$ cat src/rtl/muldiv_pkg.sv
// Shared definitions for the sequential multiply/divide unit: op encodings,
// FSM states, iteration count and the divide-by-zero quotient.
package muldiv_pkg;

  localparam logic [1:0] OP_MULT  = 2'b00;
  localparam logic [1:0] OP_MULTU = 2'b01;
  localparam logic [1:0] OP_DIV   = 2'b10;
  localparam logic [1:0] OP_DIVU  = 2'b11;

  localparam int ITER = 32;

  localparam logic [31:0] DIV0_LO = 32'hFFFF_FFFF;

  typedef enum logic [1:0] {
    IDLE = 2'b00,
    CALC = 2'b01,
    FIX  = 2'b10,
    DONE = 2'b11
  } state_e;

  function automatic logic [31:0] neg32(input logic [31:0] x);
    return ~x + 32'd1;
  endfunction

endpackage

$ cat src/rtl/muldiv_dp.sv
// Iterative shift-add multiply / restoring divide datapath working on operand
// magnitudes; the sign correction is applied combinationally on the result.
// Division hardware exists only when MULDIV_DIV_EN is defined.
module muldiv_dp
  import muldiv_pkg::*;
(
  input  logic        clk,
  input  logic        load_i,
  input  logic        step_i,
  input  logic        signed_i,
`ifdef MULDIV_DIV_EN
  input  logic        isDiv_i,
`endif
  input  logic [31:0] a_i,
  input  logic [31:0] b_i,
  output logic [31:0] resHi_o,
  output logic [31:0] resLo_o
);

  logic [63:0] acc_q, acc_d;
  logic [31:0] opnd_q, opnd_d;
  logic        negRes_q, negRes_d;

  logic        aNeg, bNeg;
  logic [31:0] aMag, bMag;
  logic [32:0] addSum;
  logic [63:0] multNext;
  logic [63:0] prodFix;

  always_comb begin
    aNeg     = signed_i & a_i[31];
    bNeg     = signed_i & b_i[31];
    aMag     = aNeg ? neg32(a_i) : a_i;
    bMag     = bNeg ? neg32(b_i) : b_i;
    // acc holds {partial product, remaining multiplier bits}
    addSum   = {1'b0, acc_q[63:32]} + {1'b0, (acc_q[0] ? opnd_q : 32'd0)};
    multNext = {addSum, acc_q[31:1]};
    prodFix  = negRes_q ? (~acc_q + 64'd1) : acc_q;
  end

`ifdef MULDIV_DIV_EN
  logic        isDiv_q, isDiv_d;
  logic        negRem_q, negRem_d;
  logic        divZero_q, divZero_d;
  logic [31:0] aRaw_q, aRaw_d;
  logic [32:0] remShift;
  logic        remGe;
  logic [31:0] remSub;
  logic [63:0] divNext;
  logic [31:0] quoFix, remFix;

  // acc holds {partial remainder, dividend bits shifting in / quotient bits}
  always_comb begin
    remShift = {acc_q[63:32], acc_q[31]};
    remGe    = remShift >= {1'b0, opnd_q};
    remSub   = remShift[31:0] - opnd_q;
    divNext  = remGe ? {remSub, acc_q[30:0], 1'b1}
                     : {remShift[31:0], acc_q[30:0], 1'b0};
    quoFix   = negRes_q ? neg32(acc_q[31:0]) : acc_q[31:0];
    remFix   = negRem_q ? neg32(acc_q[63:32]) : acc_q[63:32];
  end

  always_comb begin
    if (!isDiv_q) begin
      {resHi_o, resLo_o} = prodFix;
    end else if (divZero_q) begin
      {resHi_o, resLo_o} = {aRaw_q, DIV0_LO};
    end else begin
      {resHi_o, resLo_o} = {remFix, quoFix};
    end
  end
`else
  always_comb begin
    {resHi_o, resLo_o} = prodFix;
  end
`endif

  always_comb begin
    acc_d    = acc_q;
    opnd_d   = opnd_q;
    negRes_d = negRes_q;
`ifdef MULDIV_DIV_EN
    isDiv_d   = isDiv_q;
    negRem_d  = negRem_q;
    divZero_d = divZero_q;
    aRaw_d    = aRaw_q;
`endif
    if (load_i) begin
      acc_d    = {32'd0, aMag};
      opnd_d   = bMag;
      negRes_d = aNeg ^ bNeg;
`ifdef MULDIV_DIV_EN
      isDiv_d   = isDiv_i;
      negRem_d  = aNeg;
      divZero_d = (b_i == 32'd0);
      aRaw_d    = a_i;
`endif
    end else if (step_i) begin
`ifdef MULDIV_DIV_EN
      acc_d = isDiv_q ? divNext : multNext;
`else
      acc_d = multNext;
`endif
    end
  end

  always_ff @(posedge clk) begin
    acc_q    <= acc_d;
    opnd_q   <= opnd_d;
    negRes_q <= negRes_d;
`ifdef MULDIV_DIV_EN
    isDiv_q   <= isDiv_d;
    negRem_q  <= negRem_d;
    divZero_q <= divZero_d;
    aRaw_q    <= aRaw_d;
`endif
  end

endmodule

$ cat src/rtl/muldiv_seq.sv
// Sequential MIPS-style HI/LO multiply/divide unit: FSM, iteration counter
// and HI/LO registers. Division is enabled by defining MULDIV_DIV_EN.
module muldiv_seq
  import muldiv_pkg::*;
(
  input  logic        clk,
  input  logic        reset,
  input  logic        start,
  input  logic [1:0]  op,
  input  logic [31:0] a,
  input  logic [31:0] b,
  input  logic        mthi,
  input  logic        mtlo,
  input  logic [31:0] wdata,
  output logic        busy,
  output logic        done,
  output logic        illegal,
  output logic [31:0] hi,
  output logic [31:0] lo
);

  state_e      state_q, state_d;
  logic [4:0]  cnt_q, cnt_d;
  logic [31:0] hi_q, hi_d, lo_q, lo_d;
  logic        illegal_q, illegal_d;

  logic        isDivOp, signedOp, opLegal;
  logic        accept, launch, calcLast;
  logic [31:0] resHi, resLo;

  always_comb begin
    isDivOp  = (op == OP_DIV) || (op == OP_DIVU);
    signedOp = (op == OP_MULT) || (op == OP_DIV);
`ifdef MULDIV_DIV_EN
    opLegal  = 1'b1;
`else
    opLegal  = !isDivOp;
`endif
    accept   = start && !busy;
    launch   = accept && opLegal;
    calcLast = (cnt_q == 5'(ITER - 1));
  end

  always_ff @(posedge clk) begin
    if (!reset) begin
      state_q <= IDLE;
    end else begin
      state_q <= state_d;
    end
  end

  always_comb begin
    state_d = state_q;
    case (state_q)
      IDLE:    state_d = launch ? CALC : IDLE;
      CALC:    state_d = calcLast ? FIX : CALC;
      FIX:     state_d = DONE;
      DONE:    state_d = launch ? CALC : IDLE;
      default: state_d = IDLE;
    endcase
  end

  always_comb begin
    busy = 1'b0;
    done = 1'b0;
    case (state_q)
      CALC, FIX: busy = 1'b1;
      DONE:      done = 1'b1;
      default:   ;
    endcase
  end

  // A start accepted in the same cycle takes priority over mthi/mtlo writes
  always_comb begin
    cnt_d     = (state_q == CALC) ? cnt_q + 5'd1 : 5'd0;
    illegal_d = accept && !opLegal;
    hi_d      = hi_q;
    lo_d      = lo_q;
    if (state_q == FIX) begin
      hi_d = resHi;
      lo_d = resLo;
    end else if (!busy && !accept) begin
      if (mthi) hi_d = wdata;
      if (mtlo) lo_d = wdata;
    end
  end

  always_ff @(posedge clk) begin
    if (!reset) begin
      cnt_q     <= 5'd0;
      illegal_q <= 1'b0;
      hi_q      <= 32'd0;
      lo_q      <= 32'd0;
    end else begin
      cnt_q     <= cnt_d;
      illegal_q <= illegal_d;
      hi_q      <= hi_d;
      lo_q      <= lo_d;
    end
  end

  assign illegal = illegal_q;
  assign hi      = hi_q;
  assign lo      = lo_q;

  muldiv_dp u_dp (
    .clk      (clk),
    .load_i   (launch),
    .step_i   (state_q == CALC),
    .signed_i (signedOp),
`ifdef MULDIV_DIV_EN
    .isDiv_i  (isDivOp),
`endif
    .a_i      (a),
    .b_i      (b),
    .resHi_o  (resHi),
    .resLo_o  (resLo)
  );

endmodule

$ cat config.mk
export PLATFORM = sky130hd
export DESIGN_NAME = muldiv_seq
export DESIGN_NICKNAME = d
export VERILOG_FILES = /design/src/rtl/muldiv_pkg.sv /design/src/rtl/muldiv_dp.sv /design/src/rtl/muldiv_seq.sv
export SDC_FILE = /design/constraint.sdc
export NUM_CORES = 1
export LEC_CHECK = 0
export BUFFER_PORTS_ARGS = -buffer_cell sky130_fd_sc_hd__buf_2
export CORE_ASPECT_RATIO = 1.2
export CORE_MARGIN = 2
export CORE_UTILIZATION = 45
export DETAILED_ROUTE_END_ITERATION = 16
export GPL_TIMING_DRIVEN = 0
export PLACE_DENSITY = 0.66
export SYNTH_ARGS = -nofsm -noshare
export SYNTH_HDL_FRONTEND = slang
export SYNTH_SLANG_ARGS = --single-unit
$ cat constraint.sdc
create_clock -name clk -period 9.7 [get_ports clk]
set_input_delay 1.94 -clock clk [delete_from_list [all_inputs] [get_ports clk]]
set_output_delay 1.94 -clock clk [all_outputs]
set_load 0.005 [all_outputs]
==> results_dict.tcl <==
set metrics [dict create \
    p_leak_nw 5.80 \
    yosys_warnings 0 \
    met3_usage 0.0345 \
    status "finished, final reports clean" \
    gr-usage-met1 0.331 \
    final_cells 1769 \
    rsz0062_at_grt "no" \
    root_buffer "clkbuf_16" \
    synthArstFlopShare 0 \
    dp_hpwl_um 26500 \
    viasPerCell 5.59 \
    drv_cap 0 \
    grt_busiest_layer "met2" \
    grt.overflow.total 0 \
    pre_cts_slack_ns 4.57 \
    worstSkewPairLatency_ns 0.44 \
    grt_pass1_vias 9221 \
    coreArea_mm2 0.0240 \
    worst_slew_pin_slew_ns 1.26 \
    period_needed_ns 4.73 \
    final_util 0.536 \
    ff_latch_area_mm2 0.00403 \
    synth_edf_count 65 \
    syn_inst 1247 \
    setup_viol 0 \
    clock_path_buffers 2 \
    drtPass1Iterations 5 \
    synth_top_family_by_area "simple AND/OR/NAND/NOR gates" \
    synth_most_common_cell "nand2_1" \
    drt_first_iter_violations 671 \
    ctsResizeCount 0 \
    yosys.area_share.simple 0.188 \
    n_fill_cell 2276 \
    clock_sinks 169 \
    vias 9885 \
    finalInstanceArea_mm2 0.0129 \
    drcViolationCount 0 \
    multi_input_area_mm2 0.00669 \
    track_usage 0.256 \
    power_mw 2.25 \
    synth_top_area_share 0.189 \
    gp_congestion 0.969 \
    rows 62 \
    cts.hold.buffers_added 0 \
    nets 1579 \
    synth_cell_types 57 \
    yosys_register_bits 169 \
    antenna_found_initial 0 \
    placed_cells 1736 \
    cp.arrival_ns 4.90 \
    syn_nets 1391 \
    crit_required_ns 9.87 \
    maxSlewHeadroom 0.160 \
    yosysTopAreaCell "dfxtp_1" \
    hold_viol_final 0 \
    yosysSeqAreaShare 0.365 \
    ys_top_cells_by_area "dfxtp_1 19%, edfxtp_1 18%, xor2_1 6.8%, mux2i_1 4.9%, xnor2_1 4.8%" \
    cts_buffers 17 \
    syn_area_mm2 0.0110 \
    muxShareOfSynthArea 0.0796 \
    ir_drop_v 0.000122 \
    grt_start_max_net_pins 43 \
    drtAntennaViolNets 0 \
    min_path_type "reg2reg" \
    synth-compound-area-share 0.176 \
    critPathLaunchType "input pin" \
    wl_per_cell_um 18.7 \
    crit_path_max_fanout 4 \
    synth_commonest_cells "126 x nand2_1, 105 x nor2_1, 104 x dfxtp_1" \
    use_met2 0.441 \
    wl_um 33100 \
    chipWidth_um 147 \
    drive_gt1_frac 0.171 \
    fp.dieH_um 176 \
    htree_levels 4 \
    setup_tns_ns 0 \
    timing.final.ws_setup_ns 4.97 \
    fin_crit_sh 0.488 \
    grt_pass1_wl_um 51400 \
    powerDensity_mw_per_mm2 174 \
    io_buffers 169 \
    cts_tree "yes" \
    clock.fmax_mhz 211 \
    synth_fa_ha_area_frac 0.0472 \
    slew_violations 0 \
    initial_core_util 0.459 \
    path_clk_slew_ns 0.07 \
    placed_area_mm2 0.0123 \
    io_pins 170 \
    cp-end-kind "flop" \
    synthXorXnorAreaFrac 0.116 \
    synth_ff_type "dfxtp_1" \
    cts_setup_buffers 0 \
    area_growth_pct 16.8 \
    skew_ns 0.0139 \
    dieArea_mm2 0.0258 \
    syn-mean-instance-area_um2 8.85 \
    crit_type "in2reg" \
    holdWs_ns 0.452 \
]
-- layout make-up --
cell class / count / area share
Tap cell: 320 / 0.0310
Antenna cell: 1 / 0.000194
Clock inverter: 15 / 0.0141
Multi-Input combinational cell: 997 / 0.519
Clock buffer: 17 / 0.0330
Timing Repair Buffer: 169 / 0.0656
Sequential cell: 169 / 0.313
Buffer: 59 / 0.0179
Inverter: 22 / 0.00640
-- layer usage --
layer	part of all wire	wire length [um]	vias up
met2	0.48	15900	334
met4	0.030	995	0
met5	0	0	-
li1	-	-	4884
met3	0.054	1780	50
met1	0.43	14400	4617
-- placed cells by master (no fill, tap or decap), drive strengths merged, types with 8 or more instances in the layout --
cell,count
o21ai,98
buf,181
nand2,126
clkbuf,64
and3,8
xor2,86
o22ai,16
mux2i,54
ha,40
clkinv,10
dfxtp,104
a21oi,73
or4,17
inv,27
and2,36
xnor2,60
mux2,30
nand3,16
o41ai,18
o211a,22
edfxtp,65
nor3,25
nor2b,23
a31oi,14
nor4,10
nor2,105
a21o,19
or3,11
nand2b,16
o31ai,23
-- cell families after synthesis --
family,count (synthesis)
compound gates,306
simple gates,420
mux,84
flops,169
buf+inv,81
xor+xnor,146
fa+ha+maj,41
-- final timing paths --
check	startpoint	endpoint	slack [ns]	cells after the start
worst min-delay path	cnt_q[0]	cnt_q[0]	0.45	1
worst min register to register	cnt_q[0]	cnt_q[0]	0.45	1
worst max-delay path	a[10]	u_dp.acc_q[29]	4.97	9
worst max register to register	u_dp.acc_q[0]	u_dp.acc_q[60]	5.39	12
-- worst max-delay path, stage by stage --
cell and delay, ns:
buf_2 0.12, or4_1 0.55, or3_1 0.34, or4_1 0.50
or4_1 0.56, nor4_1 0.42, a21oi_1 0.17, xnor2_1 0.18
o21ai_0 0.11
-- power by group --
part / switching [mW] / internal [mW] / total (mW)
Clock: 0.334 / 0.349 / 0.683
Combinational: 0.371 / 0.262 / 0.632
Sequential: 0.110 / 0.824 / 0.934
Total: 0.815 / 1.43 / 2.25
-- sequential cells by signal, indices dropped and copies added (netlist names) --
register       count
state_q            2
illegal            1
u_dp.negRes_q      1
u_dp.opnd_q       32
hi                32
cnt_q              5
lo                32
u_dp.acc_q        64
Power figures use the tool's default switching activity.
